## src/rtl/piso_bidir_tx_if.sv

```systemverilog
// piso_bidir_tx_if: load handshake and serial output bundle of the bidirectional PISO transmitter.
interface piso_bidir_tx_if #(
    parameter int WIDTH = 4
);
    logic             load_valid;
    logic             load_ready;
    logic [WIDTH-1:0] din;
    logic             dir;
    logic             shift_en;
    logic             sout;
    logic             sout_valid;
    logic             busy;
    logic             done;

    modport master (
        output load_valid, din, dir, shift_en,
        input  load_ready, sout, sout_valid, busy, done
    );

    modport slave (
        input  load_valid, din, dir, shift_en,
        output load_ready, sout, sout_valid, busy, done
    );
endinterface

```

## src/rtl/piso_bidir_tx.sv

```systemverilog
// piso_bidir_tx: parallel-in serial-out transmitter, MSB- or LSB-first per word, gapless back-to-back loads.
module piso_bidir_tx #(
    parameter int   WIDTH = 4,
    parameter logic FILL  = 1'b0
) (
    input logic              clk,
    input logic              rst,
    piso_bidir_tx_if.slave   tx_if
);
    localparam int CW = $clog2(WIDTH);

    typedef enum logic {IDLE, SHIFT} state_t;

    state_t           state_q, state_d;
    logic [WIDTH-1:0] shreg_q, shreg_d;
    logic             dir_q, dir_d;
    logic [CW-1:0]    cnt_q, cnt_d;
    logic             done_q, done_d;
    logic             last, accept;

    assign last   = state_q == SHIFT && cnt_q == CW'(WIDTH - 1) && tx_if.shift_en;
    assign accept = tx_if.load_valid && tx_if.load_ready;
    assign done_d = last;

    assign tx_if.load_ready = state_q == IDLE || last;
    assign tx_if.sout       = state_q == SHIFT ? (dir_q ? shreg_q[0] : shreg_q[WIDTH-1]) : 1'b0;
    assign tx_if.sout_valid = state_q == SHIFT;
    assign tx_if.busy       = state_q == SHIFT;
    assign tx_if.done       = done_q;

    // A load on the last-bit edge takes priority over the shift, keeping the stream gapless.
    always_comb begin
        state_d = state_q;
        shreg_d = shreg_q;
        dir_d   = dir_q;
        cnt_d   = cnt_q;
        if (accept) begin
            state_d = SHIFT;
            shreg_d = tx_if.din;
            dir_d   = tx_if.dir;
            cnt_d   = '0;
        end else if (state_q == SHIFT && tx_if.shift_en) begin
            shreg_d = dir_q ? {FILL, shreg_q[WIDTH-1:1]} : {shreg_q[WIDTH-2:0], FILL};
            cnt_d   = last ? '0 : cnt_q + 1'b1;
            state_d = last ? IDLE : SHIFT;
        end
    end

    always_ff @(posedge clk or posedge rst) begin
        if (rst) begin
            state_q <= IDLE;
            shreg_q <= '0;
            dir_q   <= 1'b0;
            cnt_q   <= '0;
            done_q  <= 1'b0;
        end else begin
            state_q <= state_d;
            shreg_q <= shreg_d;
            dir_q   <= dir_d;
            cnt_q   <= cnt_d;
            done_q  <= done_d;
        end
    end
endmodule

```

## src/flat_wrapper.sv

```systemverilog
// flat-port wrapper written by rule: the top's interface ports become plain ports
module piso_bidir_tx_flat 
#(
    parameter int   WIDTH = 4,
    parameter logic FILL  = 1'b0
)
  (clk, rst, tx_if_load_valid, tx_if_din, tx_if_dir, tx_if_shift_en, tx_if_load_ready, tx_if_sout, tx_if_sout_valid, tx_if_busy, tx_if_done);
  piso_bidir_tx_if #(.WIDTH(WIDTH)) tx_if_i ();
  input logic clk;
  input logic rst;
  input wire logic [$bits(tx_if_i.load_valid)-1:0] tx_if_load_valid;
  input wire logic [$bits(tx_if_i.din)-1:0] tx_if_din;
  input wire logic [$bits(tx_if_i.dir)-1:0] tx_if_dir;
  input wire logic [$bits(tx_if_i.shift_en)-1:0] tx_if_shift_en;
  output wire logic [$bits(tx_if_i.load_ready)-1:0] tx_if_load_ready;
  output wire logic [$bits(tx_if_i.sout)-1:0] tx_if_sout;
  output wire logic [$bits(tx_if_i.sout_valid)-1:0] tx_if_sout_valid;
  output wire logic [$bits(tx_if_i.busy)-1:0] tx_if_busy;
  output wire logic [$bits(tx_if_i.done)-1:0] tx_if_done;
  assign tx_if_i.load_valid = tx_if_load_valid;
  assign tx_if_i.din = tx_if_din;
  assign tx_if_i.dir = tx_if_dir;
  assign tx_if_i.shift_en = tx_if_shift_en;
  assign tx_if_load_ready = tx_if_i.load_ready;
  assign tx_if_sout = tx_if_i.sout;
  assign tx_if_sout_valid = tx_if_i.sout_valid;
  assign tx_if_busy = tx_if_i.busy;
  assign tx_if_done = tx_if_i.done;
  piso_bidir_tx #(.WIDTH(WIDTH), .FILL(FILL)) u_core (.clk(clk), .rst(rst), .tx_if(tx_if_i));
endmodule
```

## config.mk

```make
export PLATFORM = sky130hd
export DESIGN_NAME = piso_bidir_tx_flat
export DESIGN_NICKNAME = d
export VERILOG_FILES = /design/src/rtl/piso_bidir_tx_if.sv /design/src/rtl/piso_bidir_tx.sv /design/src/flat_wrapper.sv
export SDC_FILE = /design/constraint.sdc
export NUM_CORES = 1
export LEC_CHECK = 0
export CAP_MARGIN = 20
export CORE_AREA = 8 8 45 47
export CTS_BUF_LIST = sky130_fd_sc_hd__clkbuf_8
export DETAILED_ROUTE_END_ITERATION = 8
export DIE_AREA = 0 0 53 55
export GPL_TIMING_DRIVEN = 0
export PLACE_DENSITY = 0.69
export SETUP_SLACK_MARGIN = 0.4
export SYNTH_ARGS = -nofsm -noshare
export SYNTH_HDL_FRONTEND = slang
export SYNTH_SLANG_ARGS = --single-unit
```

## constraint.sdc

```tcl
create_clock -name clk -period 1.5 [get_ports clk]
set_clock_uncertainty 0.15 [all_clocks]
set_input_delay 0.45 -clock clk [delete_from_list [all_inputs] [get_ports clk]]
set_output_delay 0.45 -clock clk [all_outputs]
set_load 0.05 [all_outputs]
```

Word level (Yosys, flattened, before mapping)
Cells that the tools add are included.
Widths: inputs -> output; s select.
- mux-type cells: 11
- divide/modulo/power cells: 0
- multipliers: 0
- add/sub/neg operators: 1
- equality and inequality tests: 1
- bitwise operators: 1
- reduce and logical (&&, ||, !) cells: 6
- shifts and indexed selects: 0
- $lt $le $gt $ge: 0
- operators with widths (cell ; count):
    $mux 4 ; 3
    $mux 2 ; 3
    $mux 1 ; 5
    $logic_and 1x1->1 ; 4
    $add 2x1->2 const B ; 1
    $eq 2x2->1 const B ; 1
    $reduce_bool 2->1 ; 1
    $logic_or 1x1->1 ; 1
    $not 1->1 ; 1
- memory bits (read-only): 0
- output and inout bits: 5
- logic and storage cells: 25
- bits in writable memories: 0
- bits in registers: 9
- memories kept: 0
- latch bits: 0

Longest topological paths before layout
- depth after elaboration: 6
- mapped depth: 5
- gate-level depth less buffers: 4

Least setup slack after synthesis
OpenSTA, ideal clock, no wires.
- kind: register to output
- start: register u_core.state_q (netlist: u_core.tx_if.busy)
- end: output tx_if_sout
- buffers on the path: 0
- required time: 0.900 ns
- slack: -0.603 ns
- cell stages (with the launch flop): 2
- arrival: 1.503 ns
- cell sequence: dfrtp_1 -> nor2b_1
- cells in the longest elaborated chain, start to end: 1
- RTL lines (element ; line ; source):
    from (decl) ; piso_bidir_tx.sv:14 ; state_t state_q, state_d;
    from (signal assigned) ; piso_bidir_tx.sv:57 ; state_q <= state_d;
    $mux 1 ; piso_bidir_tx.sv:26 ; assign tx_if.sout = state_q == SHIFT ? (dir_q ? shreg_q[0] : shreg_q[WIDTH-1]) : 1'b0;
    to (decl) ; flat_wrapper.sv:16 ; output wire logic [$bits(tx_if_i.sout)-1:0] tx_if_sout;
Every way passes these cells.

Final worst setup path
- start: register u_core.cnt_q[1]
- end: output tx_if_load_ready
- cells in the longest elaborated chain, start to end: 4
- RTL lines (element ; line ; source):
    from (decl) ; piso_bidir_tx.sv:17 ; logic [CW-1:0] cnt_q, cnt_d;
    from (signal assigned) ; piso_bidir_tx.sv:60 ; cnt_q <= cnt_d;
    $eq 2x2->1 ; piso_bidir_tx.sv:21 ; assign last = state_q == SHIFT && cnt_q == CW'(WIDTH - 1) && tx_if.shift_en;
    $logic_and 1x1->1 (2 in a row) ; piso_bidir_tx.sv:21 ;
    $logic_or 1x1->1 ; piso_bidir_tx.sv:25 ; assign tx_if.load_ready = state_q == IDLE || last;
    to (decl) ; flat_wrapper.sv:15 ; output wire logic [$bits(tx_if_i.load_ready)-1:0] tx_if_load_ready;
Every way passes these cells.

==> flow_summary.json <==
{
  "finalSetupTns_ns": -2.50,
  "pin_count": 14,
  "io_buffers": 12,
  "grt_use_met2_pct": 18.2,
  "area_growth_pct": 78.2,
  "htreeDepth": 1,
  "cts_root_buf": "clkbuf_8",
  "crit_top_cell": "buf_8",
  "fillers": 106,
  "die_h_um": 55,
  "final_hold_viol_count": 0,
  "slew_viol_final": 0,
  "cts_hold_buf": 0,
  "hold_class": "in2async",
  "synth.distinct_cells": 22,
  "cts.sinks": 9,
  "tritoncts": "built",
  "maxCapViolations": 0,
  "power_frac_seq_pct": 24.9,
  "syn_inst": 48,
  "critPathKind": "reg2out",
  "syn_avg_cell_area_um2": 10.4,
  "clock_path_buffers": 2,
  "max_stage_delay_ns": 0.38,
  "crit_path_max_fanout": 2,
  "period_needed_ns": 1.84,
  "die_area_um2": 2920,
  "rsz0062_at_grt": "true",
  "insertion_delay_ns": 0.23,
  "maxSlewHeadroom_pct": 64.8,
  "diodes": 0,
  "track_usage_pct": 10.7,
  "static-leakage-power_nw": 0.422,
  "path_clk_slew_ns": 0.05,
  "dp_hpwl_um": 810,
  "timing.final.ws_setup_ns": -0.344,
  "stdcell_count": 90,
  "grt_util_met3_pct": 2.94,
  "violations": "setup timing",
  "worstPathArrival_ns": 1.24,
  "crit_required_ns": 0.90,
  "vias": 458,
  "finalSetupViolCount": 11,
  "switchingPower_mw": 0.665,
  "combPwrFrac_pct": 59.8,
  "first_pass_iters": 4,
  "place.gp.congestion": 0.721,
  "num_rows": 14,
  "avgViaCountPerCell": 5.09,
  "grt_pass1_vias": 475,
  "status": "finished, violations left",
  "grt_pass1_wl_mm": 2.21,
  "path_cells": "ha_2 -> a21bo_1 -> buf_8 -> buf_8",
  "syn_area_um2": 499,
  "drcViolationCount": 0,
  "ys_warn_count": 0,
  "grt_util_met1_pct": 11.4,
  "p_int_mw": 1.10,
  "power.share.clock_pct": 15.3,
  "drtIter0Drc": 12,
  "wl_per_cell_um": 15.9,
  "startpoint_type": "flip-flop",
  "swShare_pct": 37.6,
  "grt_overflow": 0,
  "dp_cells": 76,
  "fin_nets": 85,
  "ys_seq_area_share_pct": 45.1,
  "period_share_pct": 123,
  "numCtsBuffers": 3,
  "coreArea_um2": 1380,
  "antenna_found_initial": 0,
  "busiest_layer": "met2",
  "ant_nets": 0,
  "fmax_ghz": 0.542,
  "setup.worst_path.end_class": "output port",
  "tightest_slew_ns": 0.518,
  "seq_area_um2": 228,
  "ir_drop_v": 0.000723,
  "fp.dieW_um": 53,
  "wirelength_mm": 1.43,
  "multi_input_area_um2": 310,
  "synth_fp_nets": 58,
  "p_per_area_nw_per_um2": 1990,
  "slowest_stage": "dfrtp_1",
  "start_util_pct": 36.1,
  "drive_above_1_share_pct": 48.6,
  "ys_ff_latch": 9,
  "grt_start_max_net_pins": 11
}
==> flip-flops by register name, indices dropped and copies added (netlist names) <==
signal and flops:
u_core.dir_q 1, u_core.shreg_q 4, u_core.cnt_q 2, u_core.tx_if.done 1, u_core.tx_if.busy 1
==> cells in the mapped netlist <==
| library cell | instances | area share (%) |
|---|---|---|
| and3_1 | 3 | 3.8 |
| inv_1 | 3 | 2.3 |
| mux2i_1 | 1 | 2.0 |
| a221oi_1 | 2 | 3.5 |
| nor3b_1 | 1 | 1.5 |
| a31o_1 | 2 | 3.5 |
| buf_2 | 1 | 1.0 |
| buf_6 | 1 | 2.3 |
| nand2b_1 | 1 | 1.3 |
| nand2_1 | 4 | 3.0 |
| buf_4 | 1 | 1.5 |
| a221o_1 | 2 | 4.0 |
| dfrtp_1 | 9 | 45 |
| nor2_1 | 3 | 2.3 |
| o21ai_1 | 2 | 2.0 |
| mux2i_2 | 1 | 2.8 |
| a22o_1 | 2 | 3.5 |
| clkbuf_1 | 1 | 0.75 |
| ha_1 | 1 | 2.5 |
| a21bo_1 | 1 | 2.0 |
| nor2b_1 | 4 | 5.0 |
| mux2_2 | 2 | 4.5 |
==> path summary, 6_finish.rpt <==
path                                 start                end  slack (ns)  cells past startpoint
setup / recovery           u_core.cnt_q[1]   tx_if_load_ready       -0.34                      4
hold / removal                         rst       u_core.dir_q        0.34                      2
setup reg to reg           u_core.cnt_q[1]  u_core.shreg_q[3]       -0.34                      7
hold reg to reg            u_core.cnt_q[1]    u_core.cnt_q[1]        0.37                      1
max in group asynchronous              rst  u_core.tx_if.done        0.59                      2
min in group clk           u_core.cnt_q[1]    u_core.cnt_q[1]        0.37                      1
==> power by group through the flow <==
stage,Sequential (mW),Clock (mW),Combinational [mW]
global placement,0.410,0,0.667
finish,0.441,0.271,1.06
floorplan,0.433,0,0.485
CTS,0.432,0.277,0.886
global route,0.448,0.302,1.13
detailed placement,0.417,0,0.678
==> layout make-up <==
type                       instances  area share [%]
timing repair buffer              22            26.3
inverter                           3            1.27
clock buffer                       3            4.64
tap                               16            2.25
clock inverter                     1           0.422
sequential                         9            25.6
buffer                             4            4.64
multi-input combinational         32            34.9
==> layer usage <==
metal,vias up,wire (um)
met5,-,0
met4,0,27
met3,2,73
met2,12,738
met1,221,590
li1,223,-
==> worst max-delay path: cells and delay by family, from the launching register on <==
family          cells  cell delay, ns
fa+ha+maj           1            0.19
compound gates      1            0.18
flops               1            0.38
buf+inv             2            0.27
==> what timing repair did <==
action                                  CTS  global route
pin swaps                                 7             4
setup buffers                             4             6
gates resized for setup                  47             9
endpoints found under the setup margin   14            14
==> kinds of logic after synthesis <==
| family | after synthesis | share of synthesized area [%] |
|---|---|---|
| adders and majority gates | 1 | 2.51 |
| DFF | 9 | 45.1 |
| muxes | 4 | 9.27 |
| buffers and inverters | 7 | 7.77 |
| and+or+nand+nor | 16 | 16.8 |
| AOI/OAI and AO/OA | 11 | 18.5 |
==> placed cells by master (no fill, tap or decap), drive strengths merged <==
cell	Yosys	final
a31o	2	2
o21ai	2	2
dfrtp	9	9
nand2b	1	1
nor2	3	3
dlygate4sd2	0	1
a21bo	1	1
nor3b	1	1
clkbuf	1	4
a221oi	2	2
buf	3	18
nand2	4	4
and3	3	3
mux2	2	2
nor2b	4	4
a221o	2	2
mux2i	2	2
a22o	2	2
inv	3	4
ha	1	1
clkdlybuf4s50	0	6
==> per-stage QoR <==
| step | total power [mW] | setup slack (ns) | hold WS (ns) | instance area, um^2 | utilization (%) |
|---|---|---|---|---|---|
| floorplan | 0.918 | -0.161 | 0.128 | 531 | - |
| global placement | 1.08 | -1.18 | 0.341 | 671 | 48.5 |
| detailed placement | 1.09 | -1.20 | 0.353 | 671 | 48.5 |
| CTS | 1.60 | -0.353 | 0.350 | 800 | 57.8 |
| global route | 1.88 | -0.400 | 0.372 | 890 | 64.3 |
| finish | 1.77 | -0.344 | 0.336 | 890 | 64.3 |
Note: power is estimated with default switching activity, not from simulation.
==> patch 1: new RTL, same flow settings <==
`WIDTH` is set to 4 in 3 places; all go to 2.
--- a/src/rtl/piso_bidir_tx_if.sv
+++ b/src/rtl/piso_bidir_tx_if.sv
@@ -1,5 +1,5 @@
 // piso_bidir_tx_if: load handshake and serial output bundle of the bidirectional PISO transmitter.
 interface piso_bidir_tx_if #(
-    parameter int WIDTH = 4
+    parameter int WIDTH = 2
 );
     logic             load_valid;
--- a/src/rtl/piso_bidir_tx.sv
+++ b/src/rtl/piso_bidir_tx.sv
@@ -1,5 +1,5 @@
 // piso_bidir_tx: parallel-in serial-out transmitter, MSB- or LSB-first per word, gapless back-to-back loads.
 module piso_bidir_tx #(
-    parameter int   WIDTH = 4,
+    parameter int   WIDTH = 2,
     parameter logic FILL  = 1'b0
 ) (
--- a/src/flat_wrapper.sv
+++ b/src/flat_wrapper.sv
@@ -2,5 +2,5 @@
 module piso_bidir_tx_flat 
 #(
-    parameter int   WIDTH = 4,
+    parameter int   WIDTH = 2,
     parameter logic FILL  = 1'b0
 )
Interface: changed (resized tx_if_din); port bits go from 14 to 12. The function was not compared with the original's and may differ.
==> patch 1 against the original RTL <==
The flow still finishes with violations (setup timing); synthesized area down 41%; wire length down 50%; highest routed layer unchanged; sequential power down 40%; sequential cell count down 3; setup slack better by 0.18 ns; power down 45%; cell area down 36%; critical path type unchanged.
==> patch 1: results (changes against the original RTL) <==
| Metric | Value |
|---|---|
| I/O Buffers | 11 (-1) |
| Finish-stage setup viols | 6 (-5) |
| Seq. pwr | 264 µW (-40%) |
| Gp weighted congestion | 0.712 (-1.2%) |
| Routing usage on met3 | 1.34% (-1.6 points) |
| Critical Path Sink | tx_if_sout |
| Netlist cell types | 14 (-36%) |
| First-pass GRT wire length | 1.09 mm (-51%) |
| ClkCell Share | 7.91% (+2.8 points) |
| Total Routing Usage GR | 5.17% (-5.6 points) |
| DR WL met2 | 360 µm (-51%) |
| Internal Power | 631 µW (-43%) |
| Worst IR Drop VDD | 0.000424 V (-41%) |
| Final worst slack | -0.162 ns (+0.181 ns) |
| Async S/R FF share, synth | 100% (unchanged) |
| Max FFs per register | 2 (-2) |
| Reg2Reg Depth | 5 (-2) |
| Met3 WL | 59 µm (-19%) |
| CP startpoint | u_core.dir_q |
| #MultiIn Comb | 18 (-44%) |
| P_leak | 0.277 nW (-34%) |
| Buffering overhead | 31.9% (+0.93 points) |
| Via/cell ratio | 4.31 (-15%) |
| Cells after synthesis | 26 (-46%) |
| Share of layout cells above drive strength 1 | 50.0% (+1.4 points) |
| Multi-input combinational area share | 29.2% (-5.6 points) |
| Setup Fix Bufs, Post-CTS | 2 (-2) |
| Status | complete, but fails checks |
| Net Count, Synth | 33 (-43%) |
| Post-route cell area | 569 µm² (-36%) |
| Comb group | 462 µW (-56%) |
| Worst slack at placement | -1.08 ns (+0.125 ns) |
| Setup TNS | -0.448 ns (+2.05 ns) |
| Post-synthesis sequential area ratio | 51.3% (+6.2 points) |
| GR Util met2 | 8.40% (-9.8 points) |
| NumNets Final | 54 (-36%) |
| Synth area leaders | dfrtp_1, a221o_1, mux2i_1 |
| Vias | 267 (-42%) |
| Hold_ws | 0.282 ns (-0.0530 ns) |
| Iteration-0 DRC Markers | 1 (-11) |
| Reg2reg setup slack | -0.04 ns (+0.30 ns) |
| Switch Pwr | 342 µW (-49%) |
| Root buffer cell | clkbuf_8 |
| Failing checks | setup timing |
| Filler cell count | 137 (+29%) |
| Crit path arrival time | 1.06 ns (-0.18 ns) |
| WL/cell | 11.6 µm (-27%) |
| Placed Area | 439 µm² (-35%) |
| First-pass iteration count of the detailed router | 2 (-2) |
| Worst flop-to-flop path startpoint | u_core.tx_if.busy |
| Placed insts | 53 (-30%) |
| Met1 Track Usage GR | 5.26% (-6.1 points) |
| Reg2Reg Capture Point | u_core.shreg_q[1] |
| Seq_cells | 6 (-3) |
| Metal1 wirelength | 274 µm (-54%) |
| Count of non-CTS inverters in the layout | 1 (-2) |
==> patch 1: cell count changes after synthesis, sizes merged, moves of 2 or more <==
| cell | unedited run | this run |
|---|---|---|
| nor2 | 3 | 1 |
| a221oi | 2 | 0 |
| inv | 3 | 1 |
| nor2b | 4 | 1 |
| a31o | 2 | 0 |
| a22o | 2 | 0 |
| dfrtp | 9 | 6 |
| buf | 3 | 1 |
==> patch 1: cells by family (layout without fill, tap and decap cells) <==
| family | count (synthesis) | after routing | synth area share, % |
|---|---|---|---|
| buffers and inverters | 2 | 22 | 3.85 |
| muxes | 3 | 3 | 10.7 |
| and+or+nand+nor | 11 | 11 | 20.1 |
| AOI/OAI and AO/OA | 4 | 4 | 14.1 |
| DFF | 6 | 6 | 51.3 |
==> patch 1: critical path: cells and delay by family (launching register included) <==
kind / cells / cell delay [ns]
flip-flops: 1 / 0.37
AND/OR/NAND/NOR: 1 / 0.06
buffers and inverters: 1 / 0.15
multiplexers: 1 / 0.27
==> patch 2: new RTL, same settings <==
Without the edit above. `shreg_q` no longer has a reset.
--- a/src/rtl/piso_bidir_tx.sv
+++ b/src/rtl/piso_bidir_tx.sv
@@ -50,5 +50,4 @@
         if (rst) begin
             state_q <= IDLE;
-            shreg_q <= '0;
             dir_q   <= 1'b0;
             cnt_q   <= '0;
@@ -56,5 +55,4 @@
         end else begin
             state_q <= state_d;
-            shreg_q <= shreg_d;
             dir_q   <= dir_d;
             cnt_q   <= cnt_d;
@@ -62,4 +60,8 @@
         end
     end
+
+    always_ff @(posedge clk) begin
+        shreg_q <= shreg_d;
+    end
 endmodule
 
Behaviour: same outputs for any inputs over 10 cycles, from zero or initial values and one cycle with rst high; that may be too few to reach the edited logic, so the function may still have changed.
==> patch 2 against the original RTL <==
Power fell by 16%; largest cell class is now sequential cells; die area unchanged; via count shrank 22%; first-iteration DRC count fell by 67%; setup slack better by 0.060 ns; count of clock-buffer cells in the layout did not move; synthesized area is 2.5% lower; clock power increased by 3%; cell area decreased by 9.8%; critical path depth down 1; largest power group unchanged; wire length down 29%; sequential cell count did not move; the run still ends with setup timing left; highest routed layer unchanged.
==> patch 2: results (changes against the original RTL) <==
| Metric | Value |
|---|---|
| Async S/R FF share, synth | 55.6% (-44 points) |
| Net Count, Synth | 45 (-22%) |
| Worst skew pair latency | 0.23 ns (about the same) |
| Share of layout cells above drive strength 1 | 54.1% (+5.4 points) |
| Post-synthesis sequential area ratio | 50.4% (+5.3 points) |
| Largest net degree at the start of global routing | 7 (-4) |
| P_leak | 0.371 nW (-12%) |
| Internal Power | 979 µW (-11%) |
| Vias in the first global route | 358 (-25%) |
| Reg2Reg Depth | 5 (-2) |
| Worst flop-to-flop path startpoint | u_core.cnt_q[0] |
| Reg2reg setup slack | -0.24 ns (+0.10 ns) |
| Power share of the sequential group | 29.5% (+4.6 points) |
| Clock group | 279 µW (+3%) |
| Crit path arrival time | 1.18 ns (-0.06 ns) |
| Top cells by count, synth | dfrtp_1, edfxtp_1, mux2_4 |
| Finish-stage setup viols | 9 (-2) |
| Iteration-0 DRC Markers | 4 (-8) |
| Gp weighted congestion | 0.716 (-0.74%) |
| Status | complete, but fails checks |
| Placed Area | 642 µm² (-4.3%) |
| Crit Path Max Fanout | 3 (+1) |
| Total Routing Usage GR | 8.16% (-2.6 points) |
| Yosys warning total | 0 (unchanged) |
| First-pass iteration count of the detailed router | 3 (-1) |
| Clock power frac | 18.8% (+3.5 points) |
| Die width | 53 µm (unchanged) |
| Via/cell ratio | 4.62 (-9.1%) |
| Largest registers | u_core.shreg_q (4), u_core.cnt_q (2) |
| Initial antenna violation count | 0 (unchanged) |
| Reg2Reg Capture Point | u_core.shreg_q[3] |
| Post-DP HPWL | 694 µm (-14%) |
| Failing checks | setup timing |
| Num CTS Buffers | 3 (unchanged) |
| Cells after synthesis | 35 (-27%) |
| Netlist cell types | 18 (-18%) |
| DRT Wirelength | 1.02 mm (-29%) |
| Fin cells | 77 (-14%) |
| Synth area leaders | dfrtp_1, edfxtp_1, mux2_4 |
| Placed insts | 64 (-16%) |
| Worst slack at placement | -1.07 ns (+0.130 ns) |
| I/O Buffers | 13 (+1) |
| First-pass GRT wire length | 1.63 mm (-26%) |
| Hold_ws | 0.281 ns (-0.0542 ns) |
| Post-synth EDFFs | 4 (+4) |
| Layout area overhead | 64.8% |
| Setup TNS | -1.56 ns (+0.942 ns) |
| Worst IR Drop VDD | 0.000999 V (+38%) |
| Synth Flop Type | dfrtp_1 |
| Slew HR | 87.3% (+23 points) |
| NumNets Final | 72 (-15%) |
| Final worst slack | -0.283 ns (+0.0601 ns) |
patch 2: worst max-delay path by stage:
stage | startpoint | slack (ns) | endpoint | cells after the start
CTS | u_core.cnt_q[0] | -0.28 | tx_if_load_ready | 3
floorplan | u_core.tx_if.busy | -0.19 | u_core.shreg_q[1] | 3
finish | u_core.cnt_q[0] | -0.28 | tx_if_load_ready | 3
detailed placement | tx_if_shift_en | -1.07 | tx_if_load_ready | 3
global placement | tx_if_shift_en | -1.07 | tx_if_load_ready | 3
global route | u_core.cnt_q[0] | -0.31 | tx_if_load_ready | 3
patch 2: area by class of cell:
type | count | share of cell area [%]
Inverter | 3 | 1.72
Sequential cell | 9 | 31.0
Tap cell | 16 | 2.50
Timing Repair Buffer | 22 | 27.8
Clock buffer | 3 | 5.15
Clock inverter | 1 | 0.468
Buffer | 1 | 1.40
Multi-Input combinational cell | 22 | 30.0
patch 2: layer usage:
metal  global-route usage (%)  vias to the layer above  share of wire, %
li1                         -                      173                 -
met1                     8.72                      166                42
met2                     11.3                       12                48
met3                     1.87                        5               4.1
met4                     11.6                        0               5.6
met5                        0                        -                 0
patch 2: what timing repair did:
| item | 4_1_cts | 5_1_grt |
|---|---|---|
| hold buffers | 0 | 0 |
| gates resized for setup | 43 | 7 |
| pin swaps | 2 | 0 |
| setup buffers | 5 | 4 |
| hold endpoints to repair | 0 | 0 |
| setup endpoints to repair | 18 | 17 |
patch 2: cells by family (layout without fill, tap and decap cells):
family	after synthesis	in the layout	share of synthesized area (%)
AOI/OAI and AO/OA	3	3	6.17
adders and majority gates	1	1	2.57
buffers and inverters	4	30	3.86
DFF	9	9	50.4
muxes	9	9	23.1
and+or+nand+nor	9	9	13.9
patch 2: critical path, stage by stage (launching register included):
cell,delay (ns)
dfrtp_1,0.39
ha_2,0.19
a21bo_4,0.22
buf_6,0.15
